$ cat config.mk
export PLATFORM = sky130hd
export DESIGN_NAME = score_keeper
export DESIGN_NICKNAME = d
export VERILOG_FILES = /design/src/rtl/score_keeper.sv
export SDC_FILE = /design/constraint.sdc
export NUM_CORES = 1
export LEC_CHECK = 0
export BUFFER_PORTS_ARGS = -buffer_cell sky130_fd_sc_hd__buf_2
export CAP_MARGIN = 20
export CORE_MARGIN = 10
export CORE_UTILIZATION = 35
export CTS_CLUSTER_SIZE = 14
export DETAILED_ROUTE_END_ITERATION = 7
export GPL_TIMING_DRIVEN = 0
export SETUP_SLACK_MARGIN = 0.2
export SYNTH_ARGS = -nofsm -noshare
export SYNTH_HDL_FRONTEND = slang
export SYNTH_SLANG_ARGS = --single-unit
export TNS_END_PERCENT = 1
$ cat constraint.sdc
create_clock -name clk -period 6.2 [get_ports clk]
set_input_delay 0.31 -clock clk [delete_from_list [all_inputs] [get_ports clk]]
set_output_delay 0.31 -clock clk [all_outputs]
set_load 0.1 [all_outputs]
$ cat src/rtl/score_keeper.sv
`default_nettype none
// ============================================================================
// Module      : score_keeper
// Description : Score and level accumulator feeding game_screen. Accepts
//               line-clear events, adds the configured points to a 4-digit
//               BCD score one point per cycle, and counts cleared lines to
//               raise the fall velocity.
//               Optional feature macro: SCORE_SATURATE_EN (score holds at
//               9999 instead of wrapping to 0000).
// Revision    : 1.0 - initial release
// ============================================================================
module score_keeper #(
  parameter logic [3:0] POINTS_1        = 4'd1,
  parameter logic [3:0] POINTS_2        = 4'd3,
  parameter logic [3:0] POINTS_3        = 4'd5,
  parameter logic [3:0] POINTS_4        = 4'd8,
  parameter logic [3:0] LINES_PER_LEVEL = 4'd10,
  parameter logic [1:0] START_VELOCITY  = 2'd0
) (
  input  logic       clk,
  input  logic       resetn,
  input  logic       restart,
  input  logic       clear_valid,
  input  logic [2:0] clear_count,
  output logic       clear_ready,
  output logic [3:0] digit_thsnd,
  output logic [3:0] digit_hndrd,
  output logic [3:0] digit_tens,
  output logic [3:0] digit_units,
  output logic [1:0] velocity,
  output logic       score_max
);

  typedef enum logic [1:0] {
    IDLE  = 2'd0,
    ADD   = 2'd1,
    LEVEL = 2'd2
  } state_t;

  state_t     state;
  state_t     state_nxt;

  // Event bookkeeping
  logic [3:0] pts_left;
  logic [3:0] pts_nxt;
  logic [2:0] cnt_q;
  logic [2:0] cnt_nxt;
  logic [3:0] lines_acc;
  logic [3:0] lines_nxt;
  logic [1:0] vel_nxt;
  logic       ready_nxt;

  // Score digits, next values
  logic [3:0] thsnd_nxt;
  logic [3:0] hndrd_nxt;
  logic [3:0] tens_nxt;
  logic [3:0] units_nxt;

  // BCD incrementer results
  logic       units_carry;
  logic       tens_carry;
  logic       hndrd_carry;
  logic [3:0] inc_thsnd;
  logic [3:0] inc_hndrd;
  logic [3:0] inc_tens;
  logic [3:0] inc_units;

  // Decoded clear_count
  logic       cnt_ok;
  logic [3:0] cnt_pts;

  // Line accumulation
  logic [4:0] lines_sum;
  logic       level_hit;
  logic [3:0] lines_wrapped;

  // Score is at its maximum when every digit reads 9
  assign score_max = (digit_thsnd == 4'd9) && (digit_hndrd == 4'd9) &&
                     (digit_tens  == 4'd9) && (digit_units == 4'd9);

  // BCD +1 on the current score; the full carry chain settles in one cycle
  always_comb begin
    units_carry = (digit_units == 4'd9);
    tens_carry  = units_carry && (digit_tens == 4'd9);
    hndrd_carry = tens_carry && (digit_hndrd == 4'd9);

    inc_units = units_carry ? 4'd0 : digit_units + 4'd1;
    inc_tens  = digit_tens;
    inc_hndrd = digit_hndrd;
    inc_thsnd = digit_thsnd;

    if (units_carry) begin
      inc_tens = tens_carry ? 4'd0 : digit_tens + 4'd1;
    end
    if (tens_carry) begin
      inc_hndrd = hndrd_carry ? 4'd0 : digit_hndrd + 4'd1;
    end
    if (hndrd_carry) begin
      // Carry out of the thousands digit is dropped, so 9999 wraps to 0000
      inc_thsnd = (digit_thsnd == 4'd9) ? 4'd0 : digit_thsnd + 4'd1;
    end

`ifdef SCORE_SATURATE_EN
    // Hold at 9999; pts_left keeps counting so busy time is unchanged
    if (score_max) begin
      inc_units = digit_units;
      inc_tens  = digit_tens;
      inc_hndrd = digit_hndrd;
      inc_thsnd = digit_thsnd;
    end
`endif
  end

  // Map the line count of an incoming event to its points and validity
  always_comb begin
    cnt_ok  = 1'b1;
    cnt_pts = 4'd0;
    case (clear_count)
      3'd1:    cnt_pts = POINTS_1;
      3'd2:    cnt_pts = POINTS_2;
      3'd3:    cnt_pts = POINTS_3;
      3'd4:    cnt_pts = POINTS_4;
      default: cnt_ok  = 1'b0;
    endcase
  end

  // Add the latched line count and fold it into a velocity step when full
  always_comb begin
    lines_sum     = {1'b0, lines_acc} + {2'b00, cnt_q};
    level_hit     = (lines_sum >= {1'b0, LINES_PER_LEVEL});
    // The remainder is always below 16, so 4-bit subtraction is exact
    lines_wrapped = lines_sum[3:0] - LINES_PER_LEVEL;
  end

  // Next-state and datapath update; restart overrides everything
  always_comb begin
    state_nxt = state;
    pts_nxt   = pts_left;
    cnt_nxt   = cnt_q;
    lines_nxt = lines_acc;
    vel_nxt   = velocity;
    thsnd_nxt = digit_thsnd;
    hndrd_nxt = digit_hndrd;
    tens_nxt  = digit_tens;
    units_nxt = digit_units;

    if (restart) begin
      state_nxt = IDLE;
      pts_nxt   = 4'd0;
      cnt_nxt   = 3'd0;
      lines_nxt = 4'd0;
      vel_nxt   = START_VELOCITY;
      thsnd_nxt = 4'd0;
      hndrd_nxt = 4'd0;
      tens_nxt  = 4'd0;
      units_nxt = 4'd0;
    end else begin
      unique case (state)
        IDLE: begin
          // Invalid counts are consumed with no effect
          if (clear_valid && clear_ready && cnt_ok) begin
            cnt_nxt   = clear_count;
            pts_nxt   = cnt_pts;
            state_nxt = (cnt_pts == 4'd0) ? LEVEL : ADD;
          end
        end
        ADD: begin
          thsnd_nxt = inc_thsnd;
          hndrd_nxt = inc_hndrd;
          tens_nxt  = inc_tens;
          units_nxt = inc_units;
          pts_nxt   = pts_left - 4'd1;
          if (pts_left == 4'd1) begin
            state_nxt = LEVEL;
          end
        end
        LEVEL: begin
          if (level_hit) begin
            lines_nxt = lines_wrapped;
            if (velocity != 2'd3) begin
              vel_nxt = velocity + 2'd1;
            end
          end else begin
            lines_nxt = lines_sum[3:0];
          end
          state_nxt = IDLE;
        end
        default: begin
          state_nxt = IDLE;
        end
      endcase
    end

    // Ready is a registered decode of the upcoming state
    ready_nxt = (state_nxt == IDLE);
  end

  // FSM state register
  always_ff @(posedge clk or negedge resetn) begin
    if (!resetn) begin
      state <= IDLE;
    end else begin
      state <= state_nxt;
    end
  end

  // Datapath and output registers
  always_ff @(posedge clk or negedge resetn) begin
    if (!resetn) begin
      pts_left    <= 4'd0;
      cnt_q       <= 3'd0;
      lines_acc   <= 4'd0;
      velocity    <= START_VELOCITY;
      clear_ready <= 1'b1;
      digit_thsnd <= 4'd0;
      digit_hndrd <= 4'd0;
      digit_tens  <= 4'd0;
      digit_units <= 4'd0;
    end else begin
      pts_left    <= pts_nxt;
      cnt_q       <= cnt_nxt;
      lines_acc   <= lines_nxt;
      velocity    <= vel_nxt;
      clear_ready <= ready_nxt;
      digit_thsnd <= thsnd_nxt;
      digit_hndrd <= hndrd_nxt;
      digit_tens  <= tens_nxt;
      digit_units <= units_nxt;
    end
  end

endmodule
`default_nettype wire
==> impl_metrics.csv <==
group,metric,value,unit
run_status,status,"completed",
cts,post-cts-setup-buffers,0,
logic_synthesis,ys_ff_latch,32,
global_route,antenna_found_initial,0,
placement,place.port_buffers,25,
placement,dp_slack,3.82,ns
layout,antenna-diode-count,0,
route,drtAntennaViolNets,0,
sta,layout_setup_ws,3.73,ns
sta,finalSetupViolCount,0,
logic_synthesis,synth_area_per_cell,9.12,µm²
logic_synthesis,yosysSeqAreaShare,0.405,
setup_path,crit_type,"flip-flop to primary output",
cts,clk_pin_slew_worst_paths,0.07,ns
route,drt-met1-wl,2130,µm
setup_path,cp-start-kind,"flip-flop",
setup_path,cp_top_family,"simple AND/OR/NAND/NOR gates",
layout,nets,272,
power_and_ir_drop,ir_worst_vdd,85.0,µV
layout,drive_gt1_frac,0.160,
floorplanning,die_w,95.2,µm
route,vias_per_cell,5.05,
logic_synthesis,synth_nets,240,
logic_synthesis,ys_warn_count,0,
cts,cts_inserted_buffers,5,
global_route,overflow,0,
cts,cts_resized,0,
setup_path,end_kind,"primary output",
setup_path,critPathArrivalTime,2.16,ns
sta,fmax,406,MHz
setup_path,crit_buf_inv,2,
global_route,first_global_vias,1626,
flow_run,drv_cap,0,
sta,grt_setup_unrepaired,"no",
floorplanning,fp.coreArea,0.00551,mm²
setup_path,crit_path_max_fanout,6,
placement,dp_hpwl,3290,µm
power_and_ir_drop,powerDensity,222,mW/mm²
logic_synthesis,synth.area.top_cells,"dfrtp_1, ha_1, a21oi_1",
cts,cts-root-buf,"clkbuf_8",
power_and_ir_drop,p_total,0.508,mW
route,wire_per_inst,13.8,µm
logic_synthesis,synth_common_cells,"dfrtp_1, nand2_1, a21oi_1",
logic_synthesis,ys_types,44,
cts,cts_sinks,32,
route,drc,0,
global_route,grt_max_degree,33,
logic_synthesis,syn_inst,217,
sta,whs,0.0827,ns
floorplanning,start_util,0.359,
route,drt_wl_total,4450,µm
logic_synthesis,synth_largest_area_cell,"dfrtp_1",
placement,gp_congestion,0.822,
cts,cts_max_path_buffers,2,
route,top_layer_used,"met4",
logic_synthesis,netlist_area,0.00198,mm²
layout,syn_to_final_growth,15.4,%
sta,min_period,2.47,ns
logic_synthesis,ys.flop_type,"dfrtp_1",
route,drt_iter0_drc,60,
floorplanning,fp-row-count,27,
layout,postLayoutCoreUtil,0.415,
logic_synthesis,synth_top_area_frac,0.392,
cts,holdBufCountCts,0,
logic_synthesis,synthArstFlopShare,1.00,
route,wl_met2,2040,µm
sta,post-route-period-util,0.398,
logic_synthesis,synth-edff-count,0,
sta,worst_clock_skew,0.00687,ns
route,vias,1627,
logic_synthesis,synth_most_common_cell,"dfrtp_1",
sta,setup_tns,0,ns
sta,drv_slew,0,
global_route,track_usage,0.105,
layout,fill_cells,547,
setup_path,worst-endpoint-required,5.89,ns
floorplanning,ios,27,
floorplanning,dieArea,0.00906,mm²
cts,cts_tree,"done",
sta,tightest_slew,0.748,ns
global_route,grt_pass1_wl,7660,µm
floorplanning,die_h,95.2,µm
setup_path,crit_chain,"inv_1 -> ha_1 -> nand3b_4 -> nor4_4 -> nor3b_1 -> buf_2",
setup_path,slowest_delay,0.46,ns
sta,hold_violations,0,
sta,max_slew_margin,0.502,
setup_path,cp_slowest_cell,"buf_2",
min_path,hp-class,"primary input to asynchronous set/reset pin",
power_and_ir_drop,p_leak,1.08,nW
cts,clkLatencyLatePin,0.29,ns
route,drt_pass1_iterations,4,
cts,htreeDepth,2,
route,wl_met3,232,µm
## per-layer routing
layer	track usage	vias to the layer above
li1	-	838
met1	0.127	760
met2	0.172	23
met3	0.0377	6
met4	0.0337	0
met5	0	-
## cell families after synthesis
kind of cell	Yosys count	share of synthesized area
DFF	32	0.405
and+or+nand+nor	83	0.226
buffers and inverters	16	0.0310
xor gates and xnor gates	9	0.0398
AOI/OAI and AO/OA	58	0.178
muxes	3	0.0152
adders and majority gates	16	0.105
## cell type report
type / count / area [µm²] / area share
Clock buffer: 8 / 90.1 / 0.0394
Sequential cell: 32 / 802 / 0.351
Timing Repair Buffer: 25 / 125 / 0.0548
Tap cell: 72 / 90.1 / 0.0394
Inverter: 11 / 41.3 / 0.0181
Buffer: 5 / 20.0 / 0.00876
Multi-Input combinational cell: 169 / 1120 / 0.488
## layout by cell type (no fill, tap or decap), types with 4 or more instances in the layout
cell / count
clkbuf_1: 6
nand3_1: 6
inv_1: 11
nor2b_1: 4
and2_1: 4
buf_2: 26
nor3_1: 11
nand4_1: 5
nand2_1: 22
a31oi_1: 4
a21oi_1: 21
clkbuf_8: 6
xnor2_1: 6
nor2_1: 16
ha_1: 15
dfrtp_1: 31
o21ai_0: 17
nand2b_1: 5
## stage by stage
stage | instance area, µm² | instances
4_1_cts | 2280 | 322
5_1_grt | 2280 | 322
2_1_floorplan | 1980 | 217
3_3_place_gp | 2190 | 314
3_5_place_dp | 2190 | 314
6_report | 2280 | 322
## where the power goes
part / internal, mW / switching, mW
Sequential: 0.219 / 0.0121
Clock: 0.0906 / 0.0792
Combinational: 0.0310 / 0.0761
## final timing paths
check / from / end / slack (ns) / depth (start not counted)
hold reg to reg: lines_acc[2] / lines_acc[2] / 0.53 / 2
min in group clk: restart / pts_left[0] / 0.28 / 2
hold / removal: resetn / cnt_q[0] / 0.08 / 1
setup / recovery: digit_units[1] / score_max / 3.73 / 6
max in group asynchronous: resetn / digit_thsnd[0] / 5.64 / 1
setup reg to reg: cnt_q[0] / lines_acc[2] / 3.82 / 9
## flip-flops by register name, indices dropped and copies added (netlist names)
| signal | flops |
|---|---|
| cnt_q | 3 |
| state | 2 |
| pts_left | 4 |
| velocity | 2 |
| clear_ready | 1 |
| digit_thsnd | 4 |
| lines_acc | 4 |
| digit_tens | 4 |
| digit_hndrd | 4 |
| digit_units | 4 |
Note: power is estimated with default switching activity, not from simulation.
